$ cat config.mk
export PLATFORM = sky130hd
export DESIGN_NAME = instr_fetch_unit
export DESIGN_NICKNAME = d
export VERILOG_FILES = /design/src/rtl/rv32_pkg.sv /design/src/rtl/instr_fetch_unit.sv
export SDC_FILE = /design/constraint.sdc
export NUM_CORES = 1
export LEC_CHECK = 0
export BUFFER_PORTS_ARGS = -buffer_cell sky130_fd_sc_hd__buf_4
export CORE_MARGIN = 3
export CORE_UTILIZATION = 45
export DETAILED_ROUTE_END_ITERATION = 10
export PLACE_DENSITY = 0.82
export SYNTH_ARGS = -nofsm -noshare
export SYNTH_HDL_FRONTEND = slang
export SYNTH_SLANG_ARGS = --single-unit
$ cat constraint.sdc
create_clock -name clk_i -period 5.4 [get_ports clk_i]
set_input_delay 1.08 -clock clk_i [delete_from_list [all_inputs] [get_ports clk_i]]
set_output_delay 1.08 -clock clk_i [all_outputs]
set_load 0.01 [all_outputs]
$ cat src/rtl/rv32_pkg.sv
// ---------------------------------------------------------------------------
// rv32_pkg
// Shared RV32I definitions for the fetch/decode slice of the core.
//   fetch_state_e      : states of the instruction fetch FSM
//   OPC_JAL/JALR/BRANCH: major opcodes of control-transfer instructions
//   DEFAULT_NOP_INSTR  : addi x0,x0,0, shown to decode when nothing is valid
// ---------------------------------------------------------------------------
package rv32_pkg;

   typedef enum logic [1:0] {
      S_REQ,
      S_WAIT,
      S_HOLD
   } fetch_state_e;

   localparam logic [6:0]  OPC_JAL           = 7'b110_1111;
   localparam logic [6:0]  OPC_JALR          = 7'b110_0111;
   localparam logic [6:0]  OPC_BRANCH        = 7'b110_0011;

   localparam logic [31:0] DEFAULT_NOP_INSTR = 32'h0000_0013;

endpackage

$ cat src/rtl/instr_fetch_unit.sv
// ---------------------------------------------------------------------------
// instr_fetch_unit
// Owns the PC, fetches one RV32I word at a time from a variable-latency
// instruction memory (one outstanding request) and presents it to decode
// until the core acknowledges it. Branch/jump targets and external flushes
// redirect the PC.
//
// Ports
//   clk_i, rst_i      : clock (rising edge), asynchronous active-high reset
//   imem_req_o        : fetch request, imem_addr_o = word-aligned PC
//   imem_ready_i      : request accepted when req & ready
//   imem_rvalid_i     : response strobe, imem_rdata_i = instruction word
//   instr_o           : instruction to decode (NOP while not valid)
//   instr_valid_o     : instr_o / pc_o valid
//   instr_ack_i       : core retires the presented instruction
//   pc_o, pc_four_o   : PC of instr_o and PC+4
//   br_sel_i          : take br_target_i on ack
//   br_target_i       : branch/jump target from the ALU
//   flush_i           : external redirect to flush_pc_i, highest priority
//   flush_pc_i        : redirect target
//   misalign_o        : sticky, a loaded target had bit1 set
// ---------------------------------------------------------------------------
module instr_fetch_unit
   import rv32_pkg::*;
#(
   parameter logic [31:0] RESET_PC  = 32'h0000_0000,
   parameter logic [31:0] NOP_INSTR = DEFAULT_NOP_INSTR
) (
   input  logic        clk_i,
   input  logic        rst_i,
   output logic        imem_req_o,
   output logic [31:0] imem_addr_o,
   input  logic        imem_ready_i,
   input  logic        imem_rvalid_i,
   input  logic [31:0] imem_rdata_i,
   output logic [31:0] instr_o,
   output logic        instr_valid_o,
   input  logic        instr_ack_i,
   output logic [31:0] pc_o,
   output logic [31:0] pc_four_o,
   input  logic        br_sel_i,
   input  logic [31:0] br_target_i,
   input  logic        flush_i,
   input  logic [31:0] flush_pc_i,
   output logic        misalign_o
);

   fetch_state_e state_q, state_d;
   logic [31:0]  pc_q, pc_d;
   logic [31:0]  instr_q;
   logic         drop_q, drop_d;
   logic         misalign_q, misalign_d;
   logic         accepted;
   logic         capture;

   // Bit 0 of every target is forced to zero, so it is never consumed.
   logic         unused_bits;
   assign unused_bits = br_target_i[0] ^ flush_pc_i[0];

   // While a flushed request is still in flight (drop_q in S_REQ) no new
   // request is issued, which keeps imem at one outstanding transaction.
   // The stale response is swallowed wherever it lands.
   assign imem_req_o    = (state_q == S_REQ) && !drop_q;
   assign imem_addr_o   = {pc_q[31:2], 2'b00};
   assign accepted      = imem_req_o && imem_ready_i;

   assign instr_valid_o = (state_q == S_HOLD);
   assign instr_o       = instr_valid_o ? instr_q : NOP_INSTR;
   assign pc_o          = pc_q;
   assign pc_four_o     = pc_q + 32'd4;
   assign misalign_o    = misalign_q;

   always_comb begin
      state_d    = state_q;
      pc_d       = pc_q;
      drop_d     = drop_q;
      misalign_d = misalign_q;
      capture    = 1'b0;

      unique case (state_q)
         S_REQ: begin
            if (drop_q && imem_rvalid_i) drop_d = 1'b0;
            if (accepted) state_d = S_WAIT;
         end
         S_WAIT: begin
            if (imem_rvalid_i) begin
               if (drop_q) begin
                  drop_d  = 1'b0;
                  state_d = S_REQ;
               end else begin
                  capture = 1'b1;
                  state_d = S_HOLD;
               end
            end
         end
         S_HOLD: begin
            if (instr_ack_i) begin
               pc_d    = br_sel_i ? {br_target_i[31:1], 1'b0} : pc_q + 32'd4;
               state_d = S_REQ;
               if (br_sel_i && br_target_i[1]) misalign_d = 1'b1;
            end
         end
         default: state_d = S_REQ;
      endcase

      // Flush overrides everything above, including a same-cycle ack.
      // drop_d marks whether a response is still owed by imem after this
      // cycle: a pending stale one, the one being waited on, or the one
      // being accepted right now.
      if (flush_i) begin
         pc_d       = {flush_pc_i[31:1], 1'b0};
         state_d    = S_REQ;
         capture    = 1'b0;
         drop_d     = (drop_q && !imem_rvalid_i)
                    || ((state_q == S_WAIT) && !imem_rvalid_i)
                    || accepted;
         misalign_d = misalign_q | flush_pc_i[1];
      end
   end

   always_ff @(posedge clk_i or posedge rst_i) begin
      if (rst_i) begin
         state_q    <= S_REQ;
         pc_q       <= RESET_PC;
         drop_q     <= 1'b0;
         misalign_q <= 1'b0;
      end else begin
         state_q    <= state_d;
         pc_q       <= pc_d;
         drop_q     <= drop_d;
         misalign_q <= misalign_d;
      end
   end

   // Instruction word is only observed in S_HOLD, so it needs no reset.
   always_ff @(posedge clk_i) begin
      if (capture) instr_q <= imem_rdata_i;
   end

`ifndef SYNTHESIS
   // A response is only legal while one is owed.
   rvalid_expected_a : assert property (@(posedge clk_i) disable iff (rst_i)
      imem_rvalid_i |-> ((state_q == S_WAIT) || drop_q));
`endif

endmodule
**Yosys cells after proc, flatten, opt, wreduce, memory -nomap -nowiden**

Index checks and enable logic that the tools add are counted.

- Register bits: 68
- Input bits: 103
- Output and inout port bits: 131

- Add/sub/neg operators: 1
- Equality and inequality tests: 6
- Multiplexer cells: 23
- Bitwise gates (word level): 1
- Reductions and logical operators: 19

Operators with widths:

| cell | number |
|---|---|
| $mux 32 | 5 |
| $add 32x3->32 const B | 1 |
| $mux 1 | 11 |
| $mux 2 | 5 |
| $reduce_and 3->1 | 3 |
| $logic_and 1x1->1 | 6 |
| $ne 3x3->1 const B | 2 |
| $pmux 2 s3 | 1 |
| $reduce_bool 2->1 | 3 |
| $ne 3x1->1 const B | 1 |
| $ne 3x2->1 const B | 1 |
| $reduce_bool 3->1 | 1 |
| $eq 2x1->1 const B | 1 |
| $eq 2x2->1 const B | 1 |
| $logic_not 1->1 | 2 |
| $logic_not 2->1 | 1 |
| $logic_or 1x1->1 | 2 |
| $pmux 1 s2 | 1 |
| $reduce_and 2->1 | 1 |
| $or 1x1->1 | 1 |

**Logic depth before layout (Yosys ltp)**

Gate-level depths: netlist of run 1.

- Depth in word-level cells: 6
- Depth in mapped cells: 8

**Least setup slack after synthesis of run 1**

Ideal clock, no wire load.

- Path kind: input to register
- Start: input port flush_i
- End: register instr_q[0] (enable)
- Library setup time: 0.505 ns
- Arrival: 4.502 ns
- Path slack: 0.394 ns
- Stages: 2
- Buffers on the path: 1
- Path through: clkbuf_1 -> nor4_1

- Cells in the longest elaborated chain, start to end: 1

Ends and longest elaborated chain:

| element | RTL line | source |
|---|---|---|
| start, declared | instr_fetch_unit.sv:43 | `input logic flush_i,` |
| $mux 1 | instr_fetch_unit.sv:110 | `if (flush_i) begin` |
| net capture | instr_fetch_unit.sv:54 | `logic capture;` |
| end signal, assigned | instr_fetch_unit.sv:137 | `if (capture) instr_q <= imem_rdata_i;` |
| end, declared | instr_fetch_unit.sv:50 | `logic [31:0] instr_q;` |

The timed path passes the listed nets, and every way through them passes these cells.
A chain may end at the register's enable or synchronous reset.

**Final worst setup path of run 1**

- Start: register pc_q[7], in the netlist pc_o[7]
- End: output port pc_four_o[31]

- Cells in the longest elaborated chain, start to end: 1

Ends and longest elaborated chain:

| element | RTL line | source |
|---|---|---|
| start, declared | instr_fetch_unit.sv:49 | `logic [31:0] pc_q, pc_d;` |
| start signal, assigned | instr_fetch_unit.sv:129 | `pc_q <= pc_d;` |
| $add 32x3->32 | instr_fetch_unit.sv:70 | `assign pc_four_o = pc_q + 32'd4;` |
| end, declared | instr_fetch_unit.sv:40 | `output logic [31:0] pc_four_o,` |

Every way passes these cells.

==> impl_metrics.ini, run 1 <==
[clock_tree]
ctsHoldBuffers = 0
cts_tree = done
cts_resized = 0
clock-sinks = 67
cts_setup_buffers = 0
cts_root_buf = clkbuf_8
clk_latency_ns = 0.36
cts_buffers = 9
h-tree-depth = 3
clk_pin_slew_worst_paths_ns = 0.09
clock_path_buffers = 2

[synth]
ys_ff_latch = 67
syn_area_per_cell_sq_um = 9.44
syn_area_sq_um = 4140
postSynth.asyncResetShare = 0.522
synthFlopType = dfrtp_1
synth.area.top_cells = edfxtp_1 23%, dfrtp_1 21%, buf_4 6.4%
synthesis.instances = 438
synth_top_area_cell = edfxtp_1
ys_seq_area_frac = 0.444
synth_warnings = 0
synth-edff-count = 32
synth.distinct_cells = 51
synth_top_area_frac = 0.232
yosys-top-cells-count = 35 x buf_4, 35 x dfrtp_1, 32 x edfxtp_1, 30 x and2_1, 28 x nand2_1

[finish]
fin_util = 0.666
drive_gt1_frac = 0.414
layout.cells.non_filler = 736
design_area_sq_um = 5860
num_antenna_cells = 0
fin_nets = 727
syn_to_final_growth_pct = 41.8

[sta]
rsz0062_at_grt = no
tns_ns = 0
drv_slew = 0
fmax_mhz = 259
whs_ns = 0.514
tightest_slew_ns = 1.15
skew_ns = 0.00995
setup_viol = 0
worst_slack_ns = 1.54
relSlewSlack = 0.234
layout_min_cycle_time_ns = 3.86
fin_crit_sh = 0.714
hold_violations = 0

[global_routing]
grt_pass1_wl_microns = 20400
grt_pass1_vias = 3959
grt_max_degree = 36
overflow = 0
track_usage = 0.255
grt_antenna_before_repair = 0

[flow_run]
cap_violations = 0

[place]
place_congestion = 0.835
dp.cells = 720
dpl_cell_area_sq_um = 5660
dpl_worst_slack_ns = 1.95
hpwl_microns = 10400
port_buffers = 227

[die]
die_x_microns = 102
std_cell_rows = 34
dieArea_sq_um = 10400
die_h_microns = 102
initial_core_util = 0.470
ios = 234
core_area_sq_um = 8810

[worst_setup_path]
cp_data_arrival_time_ns = 2.78
cp_data_required_time_ns = 4.32
critPathKind = reg2out
rrSetupSlack_ns = 2.84
startpoint_type = flip-flop
reg2regPathDepth = 6
crit_chain = nand3_4 > or4_4 > nor4b_4 > and3_1 > xor2_1 > buf_4
cp_max_fo = 10
max_stage_delay_ns = 0.62
cp_slowest_cell = or4_4
crit_end = pc_four_o[31]
critPathCaptureType = output pin
critPathLaunch = pc_o[7]$_DFFE_PP0P_
r2r-end = pc_o[24]$_DFFE_PP0P_
r2r_start = pc_o[2]$_DFFE_PP0P_

[power_and_ir_drop]
power.density_nw_per_um2 = 254
leakage_nw = 2.63
max-vdd-ir-drop_uv = 196
p_total_mw = 1.49

[routing]
ant_nets = 0
finalWirelength_microns = 13600
viasPerCell = 5.66
drc = 0
wl_per_cell_microns = 18.5
dr_total_vias = 4166
drtIter0Drc = 297
drtPass1Iterations = 6

[hold_path]
hold_class = reg2reg
min_from = misalign_o$_DFFE_PP0P_

[run_status]
run_status = completed
-- cells by family (layout without fill, tap and decap cells) --
kind of cell | after synthesis | in the layout | synth area share
mux | 4 | 4 | 0.00968
flops | 67 | 67 | 0.444
simple gates | 156 | 156 | 0.213
other cells | 1 | 4 | 0.000907
buf+inv | 73 | 260 | 0.101
xor+xnor | 28 | 28 | 0.0593
fa+ha+maj | 1 | 1 | 0.00302
compound gates | 108 | 108 | 0.169
-- routing by layer --
layer / wire length (microns) / GRT usage / vias up
li1: - / - / 1934
met5: 0 / 0 / -
met3: 1150 / 0.0689 / 15
met4: 181 / 0.0666 / 0
met1: 5170 / 0.309 / 2019
met2: 7140 / 0.449 / 198
-- flip-flops by register name, summed over array words and instances, names as in the netlist --
register and cells:
instr_q 32, pc_o 31, state_q 2, drop_q 1, misalign_o 1
-- worst min path at each step --
stage                                   to  slack (ns)  depth (start not counted)
floorplan               drop_q$_DFFE_PP0P_        0.49                          2
global placement    misalign_o$_DFFE_PP0P_        0.47                          2
detailed placement  misalign_o$_DFFE_PP0P_        0.48                          2
CTS                 misalign_o$_DFFE_PP0P_        0.50                          2
global route        misalign_o$_DFFE_PP0P_        0.55                          2
finish              misalign_o$_DFFE_PP0P_        0.51                          2
-- critical path, delay by kind of cell (launching register included) --
kind | cells | cell delay [ns]
simple gates | 4 | 1.56
flops | 1 | 0.56
xor+xnor | 1 | 0.15
buf+inv | 1 | 0.14
-- layout make-up --
cell class	instances	area [sq um]
clock buffer	9	124
clock inverter	7	76.3
fill	742	2940
inverter	11	41.3
multi-input combinational	301	1900
sequential	67	1840
tap	108	135
timing repair buffer	233	1750
-- cells in the final DEF, fill, tap and decap left out, drive strengths merged, types with 2 or more instances in the layout --
master / count
a41oi: 4
o22ai: 16
clkbuf: 9
edfxtp: 32
nand3: 11
o21ai: 22
o2bb2a: 2
inv: 17
a311oi: 2
conb: 4
and2: 30
nand4: 11
nor3: 14
a31oi: 10
nor4: 9
dfrtp: 35
mux2i: 4
or4: 2
or3: 8
a21oi: 23
a2bb2oi: 2
o211ai: 2
xnor2: 16
o22a: 12
and3b: 2
xor2: 12
nor2: 27
o31ai: 2
buf: 233
and3: 9
o21a: 5
nand2: 28
a211oi: 2
nor2b: 2
-- where the power goes --
part | internal (mW) | switching (mW) | leakage, nW
logic | 0.223 | 0.196 | 1.83
clock network | 0.185 | 0.241 | 0.103
registers | 0.571 | 0.0720 | 0.690
(Power assumes the default switching activity.)
==> run 2, diff against run 1 <==
==> constraint.sdc (replaced) <==
create_clock -name clk_i -period 3.77 [get_ports clk_i]
set_input_delay 0.754 -clock clk_i [delete_from_list [all_inputs] [get_ports clk_i]]
set_output_delay 0.754 -clock clk_i [all_outputs]
set_load 0.01 [all_outputs]
==> impl_metrics.ini, run 2 (synthesis gave the netlist of run 1 again) <==
[finish]
layout.cells.non_filler = 740
design_area_sq_um = 5930
largest_register_ffs = 32
num_antenna_cells = 0
mostFrequentLayoutCells = 237 x buf_4, 35 x dfrtp_1, 32 x edfxtp_1
drive_gt1_frac = 0.418
top_register = instr_q
layout_commonest_cell = buf_4
fillers = 708
seqCellArea_sq_um = 1840
fin_nets = 731
syn_to_final_growth_pct = 43.4
fin_util = 0.674
multi_input_area_sq_um = 1910

[place]
port_buffers = 227
place_congestion = 0.883
dpl_cell_area_sq_um = 5700
dp.cells = 724
hpwl_microns = 10200

[worst_setup_path]
reg2regPathDepth = 6
r2r_start = pc_o[2]$_DFFE_PP0P_
startpoint_type = flip-flop
crit_end = pc_four_o[24]
critPathKind = reg2out
cp_data_required_time_ns = 3.02
critPathCaptureType = output pin
max_stage_delay_ns = 0.76
cp_slowest_cell = nor4_2
cp_data_arrival_time_ns = 2.81
r2r-end = pc_o[24]$_DFFE_PP0P_
rrSetupSlack_ns = 1.11
path_buf_inv = 1
critPathLaunch = pc_o[2]$_DFFE_PP0P_
crit_cells = 6
crit_chain = ha_1 > nand4_1 > nor4_2 > nand3_1 > xnor2_1 > buf_4
cp_max_fo = 8
critPathTopFamily = simple AND/OR/NAND/NOR gates

[die]
initial_core_util = 0.470
dieArea_sq_um = 10400
std_cell_rows = 34
die_h_microns = 102
ios = 234
core_area_sq_um = 8810
die_x_microns = 102

[flow_run]
cap_violations = 0

[routing]
viasPerCell = 5.62
ant_nets = 0
finalWirelength_microns = 13500
dr_total_vias = 4156
drtIter0Drc = 224
drtPass1Iterations = 4
drc = 0
wl_per_cell_microns = 18.3

[clock_tree]
clock-sinks = 67
h-tree-depth = 3
ctsHoldBuffers = 0
clock_path_buffers = 2
cts_tree = done
clk_pin_slew_worst_paths_ns = 0.08
cts_buffers = 9
cts_resized = 0
clk_latency_ns = 0.35
cts_setup_buffers = 0
cts_root_buf = clkbuf_8

[run_status]
run_status = completed

[sta]
fin_crit_sh = 0.945
setup_viol = 0
hold_violations = 0
drv_slew = 0
relSlewSlack = 0.271
rsz0062_at_grt = no
layout_min_cycle_time_ns = 3.56
fmax_mhz = 281
skew_ns = 0.00929
tns_ns = 0
tightest_slew_ns = 1.09

[global_routing]
track_usage = 0.253
grt_antenna_before_repair = 0
met2_usage = 0.444
grt_max_degree = 36
use_met1 = 0.317
overflow = 0
grt_busiest_layer = met2
grt_pass1_vias = 3948
grtUsageMet3 = 0.0471
grt_pass1_wl_microns = 20300

[power_and_ir_drop]
switching_share = 0.313
p_total_mw = 2.22
pwr-share-seq = 0.416
power.share.clock = 0.315
leakage_nw = 2.65
max-vdd-ir-drop_uv = 214
power.density_nw_per_um2 = 374
p_switching_uw = 694
pwr-share-comb = 0.270
p_int_mw = 1.52

[hold_path]
hold_class = in2async
-- run 2: area by class of cell --
cell class / instances / share of cell area
Tap cell: 108 / 0.0228
Multi-Input combinational cell: 301 / 0.322
Sequential cell: 67 / 0.310
Timing Repair Buffer: 237 / 0.300
Clock inverter: 7 / 0.0177
Inverter: 11 / 0.00696
Clock buffer: 9 / 0.0209
-- run 2: worst reg2reg max path, delay by kind of cell (launching register included) --
kind / cells / cell delay [ns]
flip-flops: 1 / 0.51
adder cells (fa/ha/maj): 1 / 0.26
AND/OR/NAND/NOR: 3 / 1.33
AO/OA/AOI/OAI: 2 / 0.43
-- run 2: worst min-delay path by stage --
stage | start | cells after the start | endpoint | slack (ns)
finish | rst_i | 3 | pc_o[14]$_DFFE_PP0P_ | 0.50
CTS | rst_i | 3 | pc_o[14]$_DFFE_PP0P_ | 0.52
global placement | misalign_o$_DFFE_PP0P_ | 2 | misalign_o$_DFFE_PP0P_ | 0.47
global route | rst_i | 3 | pc_o[14]$_DFFE_PP0P_ | 0.55
floorplan | drop_q$_DFFE_PP0P_ | 2 | drop_q$_DFFE_PP0P_ | 0.51
detailed placement | misalign_o$_DFFE_PP0P_ | 2 | misalign_o$_DFFE_PP0P_ | 0.50
-- run 2: power groups by stage --
stage / clock, mW / sequential, mW / combinational [mW]
floorplan: 0 / 0.919 / 0.316
global placement: 0 / 0.929 / 0.589
detailed placement: 0 / 0.936 / 0.599
CTS: 0.705 / 0.920 / 0.601
global route: 0.744 / 0.932 / 0.645
finish: 0.698 / 0.921 / 0.598
-- run 2: routing by layer --
metal  up-vias  part of all wire
li1       1947                 -
met1      2007              0.39
met2       186              0.53
met3        16             0.068
met4         0             0.015
met5         -                 0
-- run 2: metrics by stage --
| stage | worst slack, ns | hold WS, ns |
|---|---|---|
| after floorplan | 0.443 | 0.508 |
| after global placement | 0.754 | 0.474 |
| after detailed placement | 0.620 | 0.501 |
| after CTS | 0.230 | 0.520 |
| after global routing | 0.0246 | 0.548 |
| final | 0.206 | 0.502 |
==> run 3, diff against run 2 <==
--- a/config.mk
+++ b/config.mk
@@ -5,6 +5,7 @@
 export SDC_FILE = /design/constraint.sdc
 export NUM_CORES = 1
 export LEC_CHECK = 0
+export ABC_AREA = 1
 export BUFFER_PORTS_ARGS = -buffer_cell sky130_fd_sc_hd__buf_4
 export CORE_MARGIN = 3
 export CORE_UTILIZATION = 45
==> impl_metrics.ini, run 3 <==
[run_status]
run_status = completed

[worst_setup_path]
max_stage_delay_ns = 0.70
cp_slowest_cell = inv_1
cpMostUsedCell = inv_1
r2r_start = state_q[1]$_DFFE_PP0P_
cp_max_fo = 34
critPathKind = reg2out
cp_data_required_time_ns = 3.02
crit_end = instr_o[4]
reg2regPathDepth = 7
rrSetupSlack_ns = 1.85
startpoint_type = flip-flop
cp_data_arrival_time_ns = 2.04
crit_chain = inv_1 > nor2_4 > inv_1 > or2_2 > buf_4
critPathLaunch = state_q[1]$_DFFE_PP0P_
r2r-end = pc_o[13]$_DFFE_PP0P_
critPathCaptureType = output pin

[synth]
synth_top_area_frac = 0.225
yosys-top-cells-count = 166 x nand2_1, 90 x nor2_1, 68 x inv_1, 36 x buf_4, 35 x dfrtp_1
synth_warnings = 0
synth-adder-area-share = 0.00294
synthesis.instances = 580
ys_seq_area_frac = 0.431
yosysMostFrequentCell = nand2_1
synth_top_area_cell = edfxtp_1
synth-edff-count = 32
synth.distinct_cells = 34
synth_compound_area_frac = 0.0916
ys_ff_latch = 67
synth-simple-area-share = 0.312
post_synth_xor_area_fraction = 0.0144
syn_area_sq_um = 4260
syn_area_per_cell_sq_um = 7.35
synth_top_family_by_area = simple AND/OR/NAND/NOR gates
synthFlopType = dfrtp_1
synthMuxAreaShare = 0
synth.area.top_cells = edfxtp_1 23%, dfrtp_1 21%, nand2_1 15%
postSynth.asyncResetShare = 0.522

[die]
dieArea_sq_um = 10700
std_cell_rows = 34
core_area_sq_um = 8980
ios = 234
die_h_microns = 103
die_x_microns = 103
initial_core_util = 0.475

[finish]
syn_to_final_growth_pct = 40.8
layout.cells.non_filler = 903
mostFrequentLayoutCells = 231 x buf_4, 166 x nand2_1, 89 x nor2_1
fillers = 735
drive_gt1_frac = 0.354
top_register = instr_q
largest_register_ffs = 32
layout_commonest_cell = buf_4
fin_util = 0.669
num_antenna_cells = 0
fin_nets = 876

[clock_tree]
clock-sinks = 67
cts_buffers = 9
h-tree-depth = 3
ctsHoldBuffers = 0
cts_resized = 0
clk_pin_slew_worst_paths_ns = 0.08
cts_tree = done
clock_path_buffers = 2
cts_root_buf = clkbuf_8
cts_setup_buffers = 0
clk_latency_ns = 0.35

[hold_path]
hold_class = reg2reg
min_path_cells = 2

[sta]
drv_slew = 0
setup_viol = 0
worst_slack_ns = 0.974
skew_ns = 0.0135
layout_min_cycle_time_ns = 2.80
hold_violations = 0
fin_crit_sh = 0.742
relSlewSlack = 0.252
rsz0062_at_grt = no
fmax_mhz = 358
tns_ns = 0
tightest_slew_ns = 1.12

[power_and_ir_drop]
pwr-share-seq = 0.421
pwr-share-comb = 0.315
power.density_nw_per_um2 = 367
p_switching_uw = 778
p_int_mw = 1.42
switching_share = 0.354
max-vdd-ir-drop_uv = 253
leakage_nw = 3.07
power.share.clock = 0.265
p_total_mw = 2.20

[routing]
drtIter0Drc = 274
viasPerCell = 4.89
dr_total_vias = 4414
finalWirelength_microns = 13200
ant_nets = 0
wl_per_cell_microns = 14.6
drtPass1Iterations = 6
drc = 0

[place]
port_buffers = 227
dpl_worst_slack_ns = 1.38
dp.cells = 887
place_congestion = 0.849
hpwl_microns = 10300

[global_routing]
overflow = 0
grt_pass1_wl_microns = 19900
grt_pass1_vias = 3991
track_usage = 0.243
grt_max_degree = 37
grt_antenna_before_repair = 0

[flow_run]
cap_violations = 0
## run 3: cell types whose count changed after synthesis, moves of 17 or more
| cell | change |
|---|---|
| a21oi_1 | -21 |
| and2_1 | -27 |
| clkbuf_1 | -17 |
| inv_1 | +57 |
| nand2_1 | +138 |
| nand3_1 | +20 |
| nor2_1 | +63 |
## run 3: stage by stage
step,hold WS [ns],area (sq um)
2_1_floorplan,0.473,4270
3_3_place_gp,0.455,5810
3_5_place_dp,0.462,5810
4_1_cts,0.488,6000
5_1_grt,0.505,6000
6_report,0.483,6000
## run 3: layout make-up
class | count | area [sq um] | area share
clock inverters | 7 | 62.6 | 0.0104
clock buffers | 9 | 124 | 0.0206
multi-input cells | 392 | 1820 | 0.303
inverters | 71 | 267 | 0.0444
well taps | 126 | 158 | 0.0263
flip-flops and latches | 67 | 1840 | 0.306
repair buffers | 231 | 1730 | 0.289
## run 3: critical path, delay by kind of cell (launching register included)
kind	cells	cell delay [ns]
DFF	1	0.42
buffers and inverters	3	0.97
and+or+nand+nor	2	0.30
## run 3: power groups by stage
stage / Combinational (mW) / Sequential [mW] / Clock (mW)
2_1_floorplan: 0.365 / 0.935 / 0
3_3_place_gp: 0.681 / 0.933 / 0
3_5_place_dp: 0.694 / 0.940 / 0
4_1_cts: 0.696 / 0.925 / 0.595
5_1_grt: 0.762 / 0.937 / 0.638
6_report: 0.692 / 0.926 / 0.582
## run 3: worst min path at each step
stage / startpoint / to
floorplan: drop_q$_DFFE_PP0P_ / drop_q$_DFFE_PP0P_
global placement: misalign_o$_DFFE_PP0P_ / misalign_o$_DFFE_PP0P_
detailed placement: misalign_o$_DFFE_PP0P_ / misalign_o$_DFFE_PP0P_
CTS: misalign_o$_DFFE_PP0P_ / misalign_o$_DFFE_PP0P_
global route: misalign_o$_DFFE_PP0P_ / misalign_o$_DFFE_PP0P_
finish: misalign_o$_DFFE_PP0P_ / misalign_o$_DFFE_PP0P_
## run 3: metal layers
metal / up-vias / share of wire / global-route usage / routed length, microns
li1: 2181 / - / - / -
met1: 1996 / 0.39 / 0.298 / 5070
met2: 205 / 0.51 / 0.417 / 6680
met3: 32 / 0.075 / 0.0476 / 992
met4: 0 / 0.032 / 0.102 / 420
met5: - / 0 / 0 / 0
## run 3: logic make-up after synthesis
group / after synthesis
buffers and inverters: 124
adder cells (fa/ha/maj): 1
other: 1
AND/OR/NAND/NOR: 313
flip-flops: 67
AO/OA/AOI/OAI: 67
XOR/XNOR: 7
